File: src/rtl/feature_point_fetch.sv
// feature_point_fetch: reads the 12 rect-corner integral-image words of one Haar feature
// descriptor and streams them as points 0..11 to the rectangle-sum stage.
// Ports:
//   clk_i, rst_i                 clock, synchronous active-high reset
//   feat_val_i / feat_ready_o    descriptor handshake (ready only while idle)
//   feat_rect_i                  {r2,r1,r0}, each {x,y,w,h}, r0 at LSBs
//   feat_three_i                 rect 2 present
//   feat_weight_i / weight_o     weights, latched on accept
//   win_x_i, win_y_i             window base column/row
//   ii_rd_en_o, ii_rd_addr_o     II memory read request
//   ii_rd_data_i                 II memory data, MEM_LAT cycles after the request
//   ii_val_o, num_point_o        point valid and index {rect,corner}
//   ii_data_o                    point data, one cycle after its index
module feature_point_fetch #(
   parameter int IMG_W      = 321,
   parameter int ADDR_W     = 17,
   parameter int DATA_W     = 32,
   parameter int COORD_W    = 5,
   parameter int MEM_LAT    = 2,
   parameter int GAP_CYCLES = 4
) (
   input  logic                   clk_i,
   input  logic                   rst_i,
   input  logic                   feat_val_i,
   output logic                   feat_ready_o,
   input  logic [12*COORD_W-1:0]  feat_rect_i,
   input  logic                   feat_three_i,
   input  logic [3:0]             feat_weight_i,
   input  logic [ADDR_W-1:0]      win_x_i,
   input  logic [ADDR_W-1:0]      win_y_i,
   output logic                   ii_rd_en_o,
   output logic [ADDR_W-1:0]      ii_rd_addr_o,
   input  logic [DATA_W-1:0]      ii_rd_data_i,
   output logic                   ii_val_o,
   output logic [3:0]             num_point_o,
   output logic [DATA_W-1:0]      ii_data_o,
   output logic [3:0]             weight_o
);
   localparam int RW     = 4*COORD_W;
   localparam int WAIT_N = MEM_LAT+1+GAP_CYCLES;
   typedef enum logic [1:0] {IDLE, ISSUE, WAIT} state_t;
   state_t                    r_state;
   logic [3:0]                r_k;
   logic [7:0]                r_wcnt;
   logic [3*RW-1:0]           r_rect;
   logic                      r_three;
   logic [ADDR_W-1:0]         r_wx, r_wy;
   logic                      r_ready;
   logic [3:0]                r_weight;
   logic                      r_rd_en;
   logic [ADDR_W-1:0]         r_addr;
   logic                      r_iv, r_iz;
   logic [3:0]                r_ik;
   logic [MEM_LAT-1:0]        r_tv, r_tz;
   logic [MEM_LAT-1:0][3:0]   r_tk;
   logic [DATA_W-1:0]         r_data;
   logic [RW-1:0]             w_rect;
   logic [ADDR_W-1:0]         w_cx, w_cy, w_row, w_addr;
   logic                      w_fz, w_acc;
   // Corner of point k: rect = k[3:2], corner = k[1:0]; corners 1,2 add w, corners 2,3 add h.
   assign w_rect = r_k[3] ? r_rect[3*RW-1:2*RW] : r_k[2] ? r_rect[2*RW-1:RW] : r_rect[RW-1:0];
   assign w_cx   = ADDR_W'(w_rect[4*COORD_W-1:3*COORD_W])
                 + ((r_k[1] ^ r_k[0]) ? ADDR_W'(w_rect[2*COORD_W-1:COORD_W]) : '0);
   assign w_cy   = ADDR_W'(w_rect[3*COORD_W-1:2*COORD_W])
                 + (r_k[1] ? ADDR_W'(w_rect[COORD_W-1:0]) : '0);
   assign w_row  = r_wy + w_cy;
   assign w_addr = ADDR_W'(w_row * ADDR_W'(IMG_W)) + r_wx + w_cx;
   assign w_fz   = r_k[3] & ~r_three;
   assign w_acc  = feat_val_i & r_ready;
   always_ff @(posedge clk_i) begin
      if (rst_i) begin
         r_state  <= IDLE;
         r_k      <= '0;
         r_wcnt   <= '0;
         r_rect   <= '0;
         r_three  <= 1'b0;
         r_wx     <= '0;
         r_wy     <= '0;
         r_ready  <= 1'b0;
         r_weight <= '0;
         r_rd_en  <= 1'b0;
         r_addr   <= '0;
         r_iv     <= 1'b0;
         r_ik     <= '0;
         r_iz     <= 1'b0;
      end else begin
         r_rd_en <= 1'b0;
         r_addr  <= '0;
         r_iv    <= 1'b0;
         r_ik    <= '0;
         r_iz    <= 1'b0;
         case (r_state)
            IDLE: begin
               r_ready <= ~w_acc;
               if (w_acc) begin
                  r_state  <= ISSUE;
                  r_k      <= '0;
                  r_rect   <= feat_rect_i;
                  r_three  <= feat_three_i;
                  r_wx     <= win_x_i;
                  r_wy     <= win_y_i;
                  r_weight <= feat_weight_i;
               end
            end
            ISSUE: begin
               r_iv    <= 1'b1;
               r_ik    <= r_k;
               r_iz    <= w_fz;
               r_rd_en <= ~w_fz;
               r_addr  <= w_fz ? '0 : w_addr;
               r_k     <= r_k + 4'd1;
               if (r_k == 4'd11) begin
                  r_state <= WAIT;
                  r_wcnt  <= '0;
               end
            end
            default: begin
               r_wcnt <= r_wcnt + 8'd1;
               if (r_wcnt == 8'(WAIT_N-1)) begin
                  r_state <= IDLE;
                  r_ready <= 1'b1;
               end
            end
         endcase
      end
   end
   // Tags ride alongside the memory latency so each point's index lines up with its returning word.
   always_ff @(posedge clk_i) begin
      if (rst_i) begin
         r_tv   <= '0;
         r_tz   <= '0;
         r_tk   <= '0;
         r_data <= '0;
      end else begin
         r_tv   <= MEM_LAT'({r_tv, r_iv});
         r_tz   <= MEM_LAT'({r_tz, r_iz});
         r_tk   <= (4*MEM_LAT)'({r_tk, r_ik});
         r_data <= (r_tv[MEM_LAT-1] & ~r_tz[MEM_LAT-1]) ? ii_rd_data_i : '0;
      end
   end
   assign feat_ready_o = r_ready;
   assign weight_o     = r_weight;
   assign ii_rd_en_o   = r_rd_en;
   assign ii_rd_addr_o = r_addr;
   assign ii_val_o     = r_tv[MEM_LAT-1];
   assign num_point_o  = r_tk[MEM_LAT-1];
   assign ii_data_o    = r_data;
endmodule
File: config.mk
export PLATFORM = sky130hd
export DESIGN_NAME = feature_point_fetch
export DESIGN_NICKNAME = d
export VERILOG_FILES = /design/src/rtl/feature_point_fetch.sv
export SDC_FILE = /design/constraint.sdc
export NUM_CORES = 1
export LEC_CHECK = 0
export CAP_MARGIN = 40
export CORE_UTILIZATION = 55
export DETAILED_ROUTE_END_ITERATION = 6
export PLACE_DENSITY = 0.82
export SLEW_MARGIN = 5
export SYNTH_ARGS = -nofsm -noshare
export SYNTH_HDL_FRONTEND = slang
export SYNTH_SLANG_ARGS = --single-unit
File: constraint.sdc
create_clock -name clk_i -period 11.01 [get_ports clk_i]
set_input_delay 2.202 -clock clk_i [delete_from_list [all_inputs] [get_ports clk_i]]
set_output_delay 2.202 -clock clk_i [all_outputs]
set_load 0.02 [all_outputs]
=== After elaboration in Yosys (flattened, before gate mapping) ===
Index checks and enable logic that the tools add are counted.

* Add/subtract/negate cells: 7
* Multiply operators: 1
* Equal/unequal tests: 5
* Multiplexer cells: 15
* Bitwise operators: 11
* Reductions and logical operators: 12

{| class="wikitable"
|+ Operators by type and width
! cell !! count
|-
| $mux W20 || 2
|-
| $add A17 B6 Y17 || 2
|-
| $add A17 B17 Y17 || 1
|-
| $mul A17 B9 Y17 const B || 1
|-
| $pmux W8 S2 || 1
|-
| $add A5 B5 Y6 || 2
|-
| $mux W5 || 2
|-
| $add A8 B1 Y8 const B || 1
|-
| $eq A8 B3 Y1 const B || 1
|-
| $mux W8 || 1
|-
| $pmux W4 S2 || 1
|-
| $reduce_and A2 Y1 || 4
|-
| $not A1 Y1 || 7
|-
| $mux W2 || 3
|-
| $add A4 B1 Y4 const B || 1
|-
| $eq A4 B4 Y1 const B || 1
|-
| $mux W4 || 1
|-
| $ne A2 B2 Y1 const B || 2
|-
| $pmux W2 S2 || 1
|-
| $reduce_bool A2 Y1 || 2
|-
| $reduce_or A2 Y1 || 2
|-
| $and A1 B1 Y1 || 3
|-
| $reduce_and A3 Y1 || 1
|-
| $reduce_bool A3 Y1 || 1
|-
| other kinds (6) || 7
|}

* Bits in registers: 182
* Output and inout port bits: 60
* Logic and storage cells: 70

=== Longest topological paths before layout ===
Gate-level depths: netlist of the first run.

* Word-level depth: 8
* Depth in mapped cells: 28

=== Worst setup path after synthesis of the first run ===
No wires, ideal clock.

* Path kind: register -> register
* From: reg r_k[2]
* To: reg r_addr[15] (netlist: ii_rd_addr_o[15])
* Library setup time: 120 ps
* Data arrival time: 6043 ps
* Data required time: 10890 ps
* Setup slack: 4847 ps
* Cell stages (with the launch flop): 25
* Path buffers: 2
* Cell sequence: dfxtp_1 buf_2 buf_1 mux2i_1 o21ai_0 fa_1 ha_1 inv_1 fa_1 nor2b_1 o21a_1 o21ai_0 a21boi_0 xor2_1 ha_1 ha_1 fa_1 fa_1 ha_1 ha_1 a2111o_1 nor3_1 o21a_1 or4_1 nand2_1

* Word-level cells in the longest chain between the ends: 8

{| class="wikitable"
|+ RTL lines
! item !! RTL line !! RTL
|-
| start, declared || 43 || <nowiki>logic [3:0] r_k;</nowiki>
|-
| start signal, assigned || 111 || <nowiki>r_k <= r_k + 4'd1;</nowiki>
|-
| $mux W20 * (2 in a row) || 61 || <nowiki>assign w_rect = r_k[3] ? r_rect[3*RW-1:2*RW] : r_k[2] ? r_rect[2*RW-1:RW] : r_rect[RW-1:0];</nowiki>
|-
| $mux W5 || 65 || <nowiki>+ (r_k[1] ? ADDR_W'(w_rect[COORD_W-1:0]) : '0);</nowiki>
|-
| $add A5 B5 Y6 || 65 ||
|-
| $add A17 B6 Y17 || 66 || <nowiki>assign w_row = r_wy + w_cy;</nowiki>
|-
| $mul A17 B9 Y17 || 67 || <nowiki>assign w_addr = ADDR_W'(w_row * ADDR_W'(IMG_W)) + r_wx + w_cx;</nowiki>
|-
| $add A17 B17 Y17 || 67 ||
|-
| $add A17 B6 Y17 * || 67 ||
|-
| end signal, assigned || 110 || <nowiki>r_addr <= w_fz ? '0 : w_addr;</nowiki>
|-
| end, declared || 51 || <nowiki>logic [ADDR_W-1:0] r_addr;</nowiki>
|}

Every way passes the cells marked *; elsewhere a longest branch is shown, timed or not.
A chain may end at the register's enable or synchronous reset.

=== Final worst setup path of the first run ===
* From: reg r_k[3]
* To: reg r_addr[16] (netlist: ii_rd_addr_o[16])

* Word-level cells in the longest chain between the ends: 7

{| class="wikitable"
|+ RTL lines
! item !! RTL line
|-
| $mux W20 || 61
|-
| $mux W5 || 65
|-
| $add A5 B5 Y6 || 65
|-
| $add A17 B6 Y17 || 66
|-
| $mul A17 B9 Y17 || 67
|-
| $add A17 B17 Y17 || 67
|-
| $add A17 B6 Y17 || 67
|}

Several ways; a longest one is shown, not always the timed one.

==> results.txt, run 1 <==
The async set-reset flop share out of synthesis is 0%. CTS placed an instance of sky130_fd_sc_hd__clkbuf_16 at the clock tree root. The worst reg2reg path depth came out at 21. The maximum number of pins on one net before global-route repair is 84. The max-slew violation count is 0. During placement, the flow inserted port buffers numbering 193. By area the synthesized netlist is led by sky130_fd_sc_hd__dfxtp_1 42%, sky130_fd_sc_hd__nand2_1 9.9%, sky130_fd_sc_hd__ha_1 9.0%. The number of flip-flops and latches in the synthesized netlist is between 150 and 200.

Of all nets on the critical path, the largest fanout is 24. The height of the chip came out at 128.0 um. Setup repair after global routing left no endpoint under its margin. Fill cells in the final layout number 1,129. The leakage power came out at 4.737 nW.

The critical path is of the flip-flop to flip-flop type. The endpoint required time on the critical path is 11.37 ns. The detailed placement HPWL came out at 14,650 um. For the final database, setup skew stands at about 0.0083 ns. For this run, the detailed router's first-pass iteration total came to 6.

The clock buffer count from CTS is 17. The data arrival at the endpoint of the critical path came out at 7.22 ns. The all-layer global routing usage is 25.55%. The first-pass GRT wire length is 32,580 um. The fraction of final layout cells sized beyond drive strength 1 is 4.103%. The run finished with clean final reports. The total die area came out at about 16,000 um2. The insertion delay to the later sink of the worst-skew pair is 0.43 ns. The final worst hold slack is 0.4375 ns. The average via count per standard cell is 5.125. The setup slack after layout came out at 4.144 ns. For this run, the post-layout net count is 1,386. In this run the critical register-to-register path is launched from r_k[3]. In the layout the commonest cells are 231 x sky130_fd_sc_hd__nand2_1, 192 x sky130_fd_sc_hd__clkdlybuf4s50_1, 182 x sky130_fd_sc_hd__dfxtp_1. The die outline width is between 100 and 150 um. The capturing point of the worst reg2reg path is ii_rd_addr_o[16]. The site row count is 45.

The total area of sequential cells is ~3600 um2. The main flop type after synthesis is sky130_fd_sc_hd__dfxtp_1. The path class of the tightest hold or removal check is flip-flop to flip-flop. The detailed-route via count came out at 7,078.

After clock tree synthesis, the flow added hold-fix buffers numbering 0. Leaving out fill and tap cells, the most frequent cell in the layout is sky130_fd_sc_hd__nand2_1. The most critical setup path has its endpoint at ii_rd_addr_o[16]. The synthesized area is between 8000 and 9000 um2. For this design the ratio of total power to cell area is 137.5 nW/um2. The number of distinct library cells after synthesis is between 50 and 60.

The number of global-route vias before repair is 6,777. The top-level I/O count is a little under 200. The count of warnings emitted by yosys is 0. After detailed placement, the design holds a cell count of around 1,300. The portion of the post-synthesis area used by sequential elements is 41.74%. In this run the deepest clock path goes through 2 buffers. The final estimated routing congestion in global placement is 0.8761.

After clock tree synthesis, the clock-pin slew on the worst setup and hold paths is 0.07 ns. Summing all multi-input logic gate instances after layout gives about 4700 um2. After clock tree synthesis, the setup repair step added 0 buffers. The number of gates given a new drive strength after cts is 0. The number of inserted diodes is 0. The net count of the mapped netlist is 1,217. STA classifies the critical path startpoint as a flip-flop.

In this run the worst setup path begins at r_k[3]. After the flow finishes, the layout carries non-filler instances totaling 1,381. Across all register-to-register paths, the minimum setup slack is 4.14 ns. CTS built an H-tree with a depth of 4.

The total negative slack came out at 0 ns. The count of nets left with antenna violations once routing finished came out at 0. Of all cell types, the one taking the most synthesized area is sky130_fd_sc_hd__dfxtp_1. Headroom to the max-slew limit came out at 53.57%. The slew at the pin with the worst max-slew slack is about 0.69 ns.

Across the VDD grid, the largest voltage drop is 0.0001194 V. The worst setup slack after placement came out at 4.215 ns. The area inside the core boundary is 15,370 um2. The remaining global-route overflow is 0.

Clock tree synthesis found a total of 182 sinks. Timing would allow up to 0.1456 GHz. Max-cap violations in this run came to 0. The top cell type's share of synthesized area is a little over two fifths.

The nature of the critical path endpoint is a flip-flop. The initial antenna violation count was 0. The post-synthesis average cell area is 8.836 um2. In this run, the number of DRC markers left after iteration 0 of detailed routing was 392. The final count of negative-setup-slack endpoints is 0. The final wirelength is 20,140 um. Dividing the detail-routed wire length by the instance count gives 14.59 um. The starting density of the core is 56.79%. The number of hold-slack violations in the final timing report was 0.

The instance count of the mapped netlist is 988. TritonCTS built the clock tree. The number of synthesized flops with an enable pin is 0. The time the worst path needs with I/O delays and setup came out at 6.866 ns. The growth of design area from synthesis to finish is 31.35%. The final critical-path share of the clock period is 62.36%.

The remaining routing DRC violations came out at 0.
==> cells by family (layout without fill, tap and decap cells) <==
family | Yosys count | in the layout | share of synthesized area, %
XOR/XNOR | 33 | 33 | 3.311
flip-flops | 182 | 182 | 41.74
multiplexers | 23 | 23 | 2.637
AND/OR/NAND/NOR | 361 | 361 | 18.47
buffers and inverters | 113 | 295 | 5.102
AO/OA/AOI/OAI | 181 | 181 | 12.37
adder cells (fa/ha/maj) | 95 | 95 | 16.37
==> state kept, by name, indices dropped and copies added, names as in the netlist, 2 cells and up <==
| name | flops |
|---|---|
| ii_data_o | 32 |
| weight_o | 4 |
| r_tv | 2 |
| r_wx | 17 |
| r_tz | 2 |
| r_tk | 4 |
| num_point_o | 4 |
| ii_rd_addr_o | 17 |
| r_ik | 4 |
| r_k | 4 |
| r_state | 2 |
| r_wy | 17 |
| r_rect | 60 |
| r_wcnt | 8 |
==> power breakdown <==
group / switching [mW] / internal, mW / leakage [nW]
clock network: 0.261 / 0.368 / 0.302
registers: 0.0159 / 0.681 / 1.48
logic: 0.128 / 0.122 / 2.96
total: 0.404 / 1.17 / 4.74
==> synth_stat cells, drive strengths merged (2+ instances only) <==
cell    count
a211oi      2
a21o        4
a21oi     119
a22oi       2
a31oi       2
and2       38
and3        2
buf        12
clkbuf     40
dfxtp     182
fa         32
ha         63
inv        61
mux2i      23
nand2     231
nand2b      4
nand3       8
nor2       29
nor2b      18
nor3       13
nor4        2
o211a       8
o211ai      5
o21a       10
o21ai      18
o21bai      3
o41ai       2
or2         3
or3         3
or4         2
xnor2      23
xor2       10
==> final cells by class <==
class	instances	share of cell area, %
Clock buffer	20	3.896
Clock inverter	12	1.462
Inverter	61	1.997
Multi-Input combinational cell	693	40.69
Sequential cell	182	31.78
Tap cell	211	2.302
Timing Repair Buffer	202	17.87
==> stage by stage <==
step	instance area, um2	util (%)	total power [mW]
2_1_floorplan	8730	-	0.8553
3_3_place_gp	10780	70.11	0.9463
3_5_place_dp	10850	70.60	0.9552
4_1_cts	11470	74.60	1.587
5_1_grt	11470	74.60	1.644
6_report	11470	74.60	1.577
==> layer usage <==
layer	wire length, um	up-vias	track usage [%]
met5	0	-	0
met4	590	0	10.31
met3	1207	43	5.760
met2	9396	234	41.62
met1	8947	3225	32.91
li1	-	3576	-
==> worst min path at each step <==
stage | startpoint | end | cells past startpoint
2_1_floorplan | r_tk[0] | num_point_o[0] | 1
3_3_place_gp | r_iv | r_tv[0] | 1
3_5_place_dp | r_iz | r_tz[0] | 1
4_1_cts | r_iv | r_tv[0] | 1
5_1_grt | r_tz[0] | r_tz[1] | 1
6_report | r_tv[0] | r_tv[1] | 1
==> worst max-delay path, cell delays in order (launching register included) <==
cell and delay, ns:
sky130_fd_sc_hd__dfxtp_1 0.72, sky130_fd_sc_hd__inv_1 0.49, sky130_fd_sc_hd__o211a_1 0.35, sky130_fd_sc_hd__fa_1 0.49
sky130_fd_sc_hd__ha_1 0.17, sky130_fd_sc_hd__inv_1 0.05, sky130_fd_sc_hd__fa_1 0.39, sky130_fd_sc_hd__nor2b_1 0.13
sky130_fd_sc_hd__o21a_1 0.13, sky130_fd_sc_hd__o21ai_0 0.13, sky130_fd_sc_hd__a21boi_0 0.25, sky130_fd_sc_hd__xor2_1 0.29
sky130_fd_sc_hd__ha_1 0.29, sky130_fd_sc_hd__ha_1 0.33, sky130_fd_sc_hd__fa_1 0.57, sky130_fd_sc_hd__fa_1 0.42
sky130_fd_sc_hd__ha_1 0.31, sky130_fd_sc_hd__ha_1 0.36, sky130_fd_sc_hd__or4_1 0.54, sky130_fd_sc_hd__o21ai_0 0.10
sky130_fd_sc_hd__o21ai_0 0.11, sky130_fd_sc_hd__mux2i_1 0.16
Power figures use the tool's default switching activity.
==> run 2: changes to the inputs <==
CORE_UTILIZATION = 51   (was 55)
PLACE_DENSITY = 0.77   (was 0.82)
clock period = 6.56 ns   (was 11.01 ns; I/O delays follow)
==> results.txt, run 2 (same netlist as run 1, synthesis figures left out) <==
In the layout the commonest cells are 231 x sky130_fd_sc_hd__nand2_1, 192 x sky130_fd_sc_hd__clkdlybuf4s50_1, 181 x sky130_fd_sc_hd__dfxtp_1. The worst setup path is of the flip-flop to flip-flop kind. The final antenna-violating net count is 0 (unchanged).

The final worst hold slack came out at 0.4371 ns (-0.0003880 ns). The highest fanout seen on the critical path is 11 (-54%). The growth of design area from synthesis to finish came out at 31.85%. The data arrival at the endpoint of the critical path was 6.62 ns (-0.60 ns).

The signal on the critical path passes through buf_12 -> mux2i_1 -> nor2_1 -> a21oi_1 -> fa_1 -> inv_1 -> ha_1 -> a21o_1 -> a21oi_1 -> o21bai_1 -> a21oi_1 -> xnor2_1 -> ha_1 -> ha_1 -> fa_1 -> fa_1 -> ha_1 -> ha_1 -> nor2b_1 -> a311o_1 -> o21a_1 -> o21a_1 -> nor3_1. The number of inserted diodes was 0 (unchanged). The total power per unit cell area was 227.2 nW/um2 (+65%). The cell at the root of the clock tree is sky130_fd_sc_hd__clkbuf_16. The average wire length per cell after detail routing came out at 14.70 um (+0.80%). The TritonCTS sink count is 182 (unchanged).

The all-layer global routing usage came out at 23.92% (-1.6 points). The total negative slack is 0 ns (unchanged). The count of max-cap constraint violations is 0 (unchanged).

The time the worst path needs with I/O delays and setup is 6.287 ns (-0.5789 ns). The number of iterations in the first detailed-routing pass is 5 (-1). The endpoint required time on the critical path came out at 6.89 ns (-4.48 ns). The number of nets in the layout is 1,388 (+0.14%). The maximum number of pins on one net before global-route repair came out at 82 (-2.4%).

The critical path's slowest cell is sky130_fd_sc_hd__fa_1. The fill cell instance count of the final layout came out at 1,363 (+21%). In this run the worst hold path is classified as flip-flop to flip-flop.

The critical path's top delay family is adder cells. The final count of negative-setup-slack endpoints came to 0 (unchanged). The count of non-filler cells in the finished layout came to 1,392 (+0.80%). The internal power of the cells is 1.894 mW (+62%). The fraction of final layout cells sized beyond drive strength 1 is 4.863% (+0.76 points). The achievable clock frequency came out at 0.1591 GHz (+9.2%).

The number of cells in the design after placement is 1,358 (+0.67%). The worst voltage drop across the vdd grid is 0.0001969 V (+65%). The library cell used most frequently in the layout, excluding fill and tap cells, is sky130_fd_sc_hd__nand2_1. r_rect holds more flip-flops than any other register.

The initial antenna violation count came out at 0 (unchanged). The final critical-path share of the clock period was 95.84% (+33 points). The clock buffer count from CTS is 17 (unchanged).

The starting density of the core is 52.45% (-4.3 points). The site row count came out at 47 (+4.4%). The leakage power is 4.727 nW (-0.22%). The final wirelength is 20,470 um (+1.6%). The switching power is 0.7214 mW (+78%). The remaining routing DRC violations is 0 (unchanged). The flow ran to the end, and the final reports show no timing, DRC or antenna violations. The switching fraction of total power came to 27.59% (+1.9 points).

The die outline width came out at 132.8 um (+3.8%). The combinational power share came out at 16.1% (+0.3 points). The part of the power in registers was 44.7% (+0.5 points). The number of buffers and inverters on the critical path came to 2 (unchanged). The total area of sequential cells is 3647 um2 (+0.10%). The number of global-route vias before repair came out at 6,880 (+1.5%). The worst min-delay path startpoint is r_tz[0]. The detailed placement HPWL is 15,030 um (+2.6%). The count of buffers from port buffering is 193 (unchanged). TritonCTS built the clock tree.

The startpoint of the most critical setup path is r_k[2]. The height of the chip is 132.8 um (+3.8%). In this design, the critical path's most frequently occurring cell is sky130_fd_sc_hd__ha_1. The top-level I/O count is 194 (unchanged). The worst stage delay on the critical path came out at 0.57 ns (-0.15 ns). The multi-input logic area is 4688 um2 (+0.48%). The total die area is 17,640 um2 (+7.7%).

The buffer levels on the longest clock path came out at 2 (unchanged). The number of hold-slack violations in the final timing report came out at 0 (unchanged). The type of origin of the critical path is a flip-flop. The worst clock skew on the final layout was 0.009375 ns (+0.001076 ns). The area inside the core boundary came out at 16,640 um2 (+8.3%).

The slew at the pin with the worst max-slew slack is 0.8380 ns (+0.1446 ns). The maximum level of the CTS H-tree is 4 (unchanged). The detailed-route via count is 7,057 (-0.30%).

STA classifies the critical path endpoint as a flip-flop. The remaining global-route overflow is 0 (unchanged). The flip-flop count of the largest register, all copies and words added came to 60 (unchanged).

The average via count per standard cell is 5.070 (-1.1%). The detailed router's first-iteration violation count is 363 (-7.4%). The insertion delay to the later sink of the worst-skew pair is 0.43 ns (about the same). The clock input transition at the sequential cells of the worst setup and hold paths is 0.07 ns (about the same). The clock share of power came out at 39.2% (-0.7 points). The first-pass GRT wire length came to 33,580 um (+3.1%).

The max-slew violation count came out at 0 (unchanged). The final estimated routing congestion in global placement came out at 0.8553 (-2.4%). The startpoint identified for the worst register-to-register timing path is r_k[2]. The tightest slew margin relative to the limit came out at 44.13% (-9.4 points).
## run 2: cell types whose count changed in the layout (fill, tap and decap cells not counted), sizes merged
cell | before | now
clkinvlp | 0 | 3
clkinv | 4 | 5
bufinv | 3 | 1
clkbuf | 20 | 18
buf | 10 | 11
inv | 66 | 67
## run 2: metrics by stage
step,area (um2),setup slack (ns),utilization (%),power [mW]
2_1_floorplan,8730,0.3971,-,1.435
3_3_place_gp,10820,0.4212,64.99,1.591
3_5_place_dp,10840,0.2257,65.15,1.601
4_1_cts,11450,0.1413,68.81,2.629
5_1_grt,11510,-0.003586,69.16,2.729
6_report,11510,0.2728,69.16,2.615
## run 2: repair_timing
item	CTS	global route
resized for setup	0	8
hold buffers	0	0
endpoints found under the setup margin	0	3
buffers inserted	0	1
## run 2: layout make-up
class / instances / share of cell area, %
flip-flops and latches: 182 / 31.69
repair buffers: 204 / 17.91
well taps: 220 / 2.392
clock inverters: 15 / 1.587
inverters: 61 / 1.989
multi-input cells: 693 / 40.73
clock buffers: 17 / 3.696
## run 2: worst paths after layout
| path | slack (ns) | cells past startpoint | end |
|---|---|---|---|
| max | 0.27 | 23 | ii_rd_addr_o[14] |
| min | 0.44 | 1 | r_tz[1] |
| max reg2reg | 0.27 | 23 | ii_rd_addr_o[14] |
| min reg2reg | 0.44 | 1 | r_tz[1] |
## run 2: power by group through the flow
stage / clock [mW] / combinational (mW) / sequential (mW)
after floorplan: 0 / 0.240 / 1.20
after global placement: 0 / 0.397 / 1.19
after detailed placement: 0 / 0.406 / 1.19
after CTS: 1.04 / 0.417 / 1.17
after global routing: 1.09 / 0.470 / 1.17
final: 1.03 / 0.421 / 1.17
## run 2: metal layers
metal	global-route usage [%]	share of wire (%)	vias to the layer above	wire [um]
li1	-	-	3572	-
met1	31.55	45	3246	9268
met2	39.44	48	215	9800
met3	4.789	5.0	24	1018
met4	7.344	1.8	0	377
met5	0	0	-	0
==> run 3: changes to the inputs <==
RECOVER_POWER = 50   (was unset)
==> results.txt, run 3 (same netlist as run 1, synthesis figures left out) <==
The run finished, with violations left. The final reports fail on max-capacitance violations, max-slew violations. The final antenna-violating net count is 0 (unchanged). The height of the chip came to 132.8 um (unchanged). The critical path ends at ii_rd_addr_o[14]. The part of the power in registers is 44.7% (about the same). The flip-flop count of the largest register, all copies and words added came out at 60 (unchanged). The total number of cells along the worst setup path is 23 (unchanged). The detailed placement HPWL is 15,030 um (unchanged). The remaining global-route overflow came out at 0 (unchanged). The number of buffers and inverters on the critical path was 2 (unchanged).

The maximum level of the CTS H-tree was 4 (unchanged). The final count of negative-setup-slack endpoints came to 0 (unchanged). The power after layout came out at 2.615 mW (about the same). The tightest slew margin relative to the limit is -37.50% (-82 points).

The class of the most critical hold timing path is flip-flop to flip-flop. The achievable clock frequency came out at 0.1591 GHz (unchanged). The maximum number of pins on one net before global-route repair was 82 (unchanged). The number of nets in the layout came out at 1,388 (unchanged). The worst voltage drop across the vdd grid is 0.0001969 V (unchanged). The signal on the critical path passes through buf_12 -> mux2i_1 -> nor2_1 -> a21oi_1 -> fa_1 -> inv_1 -> ha_1 -> a21o_1 -> a21oi_1 -> o21bai_1 -> a21oi_1 -> xnor2_1 -> ha_1 -> ha_1 -> fa_1 -> fa_1 -> ha_1 -> ha_1 -> nor2b_1 -> a311o_1 -> o21a_1 -> o21a_1 -> nor3_1. The data arrival at the endpoint of the critical path is 6.62 ns (about the same). The worst reg2reg path depth came out at 23 (unchanged). Leaving out fill and tap cells, the most frequent cell in the layout is sky130_fd_sc_hd__nand2_1. The count of buffers from port buffering came to 193 (unchanged). The total power per unit cell area came to 227.3 nW/um2 (about the same). The final estimated routing congestion in global placement is 0.8553 (unchanged). The combinational power share is 16.1% (about the same). The growth of design area from synthesis to finish is 31.80% (about the same). The count of max-cap constraint violations is 1 (+1). The insertion delay to the later sink of the worst-skew pair is 0.43 ns (about the same). The slew at the pin with the worst max-slew slack came out at 2.063 ns (+1.225 ns). The starting density of the core came out at 52.45% (unchanged). The remaining routing DRC violations is 0 (unchanged). The fraction of final layout cells sized beyond drive strength 1 is 4.778% (-0.085 points). The slack of the worst reg-to-reg path is 0.27 ns (about the same).

The top-level I/O count is 194 (unchanged). The clock input transition at the sequential cells of the worst setup and hold paths came out at 0.07 ns (about the same). The total negative slack is 0 ns (unchanged).

The number of global-route vias before repair is 6,880 (unchanged). The time the worst path needs with I/O delays and setup is 6.287 ns (unchanged). In this run the critical register-to-register path is captured at ii_rd_addr_o[14]. The switching power is 0.7214 mW (about the same).

In this run the most critical hold path is launched from r_tz[0]. The switching fraction of total power is 27.59% (about the same). More flip-flops sit in one register than any other, and that register is r_rect. The internal power of the cells came out at 1.894 mW (about the same). The endpoint required time on the critical path is 6.89 ns (about the same). The all-layer global routing usage is 23.92% (unchanged).

The buffer levels on the longest clock path is 2 (unchanged). The clock buffer count from CTS is 17 (unchanged). The worst stage delay on the critical path was 0.57 ns (about the same). The cell family contributing the most delay on the critical path is adder cells. The worst setup path is launched from a flip-flop. The worst setup path is captured at a flip-flop. The detailed-route via count was 7,057 (unchanged). The startpoint identified for the worst register-to-register timing path is r_k[2]. The average wire length per cell after detail routing came out at 14.70 um (about the same). Among the stages of the critical path, the cell type that occurs most often is sky130_fd_sc_hd__ha_1. The fill cell instance count of the final layout came to 1,365 (+0.15%). The die outline width is 132.8 um (unchanged). The area inside the core boundary is 16,640 um2 (unchanged).

The number of iterations in the first detailed-routing pass came out at 5 (unchanged). The first-pass GRT wire length came to 33,580 um (unchanged). The highest fanout seen on the critical path is 11 (unchanged). The initial antenna violation count is 0 (unchanged).

The number of inserted diodes is 0 (unchanged). The number of hold-slack violations in the final timing report is 0 (unchanged). The critical path class is flip-flop to flip-flop. The site row count was 47 (unchanged). The TritonCTS clock tree is done. The average via count per standard cell came out at 5.070 (unchanged). The final critical-path share of the clock period came out at 95.84% (unchanged).

Among all stages on the critical path, the largest delay is contributed by sky130_fd_sc_hd__fa_1. The cell at the root of the clock tree is sky130_fd_sc_hd__clkbuf_16. The most critical setup path has its startpoint at r_k[2].

The total die area came out at 17,640 um2 (unchanged). The detailed router's first-iteration violation count is 363 (unchanged). The max-slew violation count is 48 (+48).

The leakage power is 4.723 nW (about the same). The worst clock skew on the final layout came out at 0.009375 ns (unchanged). The top cell types in the final layout, fill and taps aside, are 231 x sky130_fd_sc_hd__nand2_1, 192 x sky130_fd_sc_hd__clkdlybuf4s50_1, 181 x sky130_fd_sc_hd__dfxtp_1. The TritonCTS sink count came out at 182 (unchanged).

The final wirelength is 20,460 um (about the same). The clock share of power is 39.2% (about the same).
run 3: per-layer routing:
metal	global-route usage, %	vias up	wire length, um
li1	-	3572	-
met4	7.344	0	377
met3	4.789	24	1017
met5	0	-	0
met1	31.55	3246	9266
met2	39.44	215	9800
run 3: worst min-delay path by stage:
stage                     depth (start not counted)              to  slack (ns)
after floorplan                                   1  num_point_o[0]        0.41
after global placement                            1         r_tk[0]        0.42
after detailed placement                          1         r_tk[0]        0.42
after CTS                                         1         r_tk[1]        0.44
after global routing                              1         r_tv[1]        0.46
final                                             1         r_tz[1]        0.44
run 3: timing repair:
action	in CTS	in global routing
resized for setup	0	8
setup buffers	0	1
hold buffers	0	0
setup endpoints to repair	0	3
run 3: cell type report:
| type | count | area, um2 | share of cell area [%] |
|---|---|---|---|
| multi-input combinational | 693 | 4688 | 40.75 |
| inverter | 61 | 229.0 | 1.990 |
| sequential | 182 | 3647 | 31.70 |
| tap | 220 | 275.3 | 2.392 |
| clock inverter | 15 | 182.7 | 1.588 |
| clock buffer | 17 | 425.4 | 3.697 |
| timing repair buffer | 204 | 2058 | 17.89 |
run 3: power by group through the flow:
stage | combinational, mW | sequential [mW] | clock, mW
3_3_place_gp | 0.397 | 1.19 | 0
3_5_place_dp | 0.406 | 1.19 | 0
5_1_grt | 0.470 | 1.17 | 1.09
2_1_floorplan | 0.240 | 1.20 | 0
6_report | 0.420 | 1.17 | 1.03
4_1_cts | 0.417 | 1.17 | 1.04
run 3: stage by stage:
stage / utilization (%) / instance area (um2) / setup slack, ns / instances / hold slack, ns
floorplan: - / 8730 / 0.3971 / 988 / 0.4138
global route: 69.14 / 11510 / -0.003586 / 1392 / 0.4607
detailed placement: 65.15 / 10840 / 0.2257 / 1358 / 0.4231
global placement: 64.99 / 10820 / 0.4212 / 1357 / 0.4211
finish: 69.14 / 11510 / 0.2728 / 1392 / 0.4371
CTS: 68.81 / 11450 / 0.1413 / 1390 / 0.4395
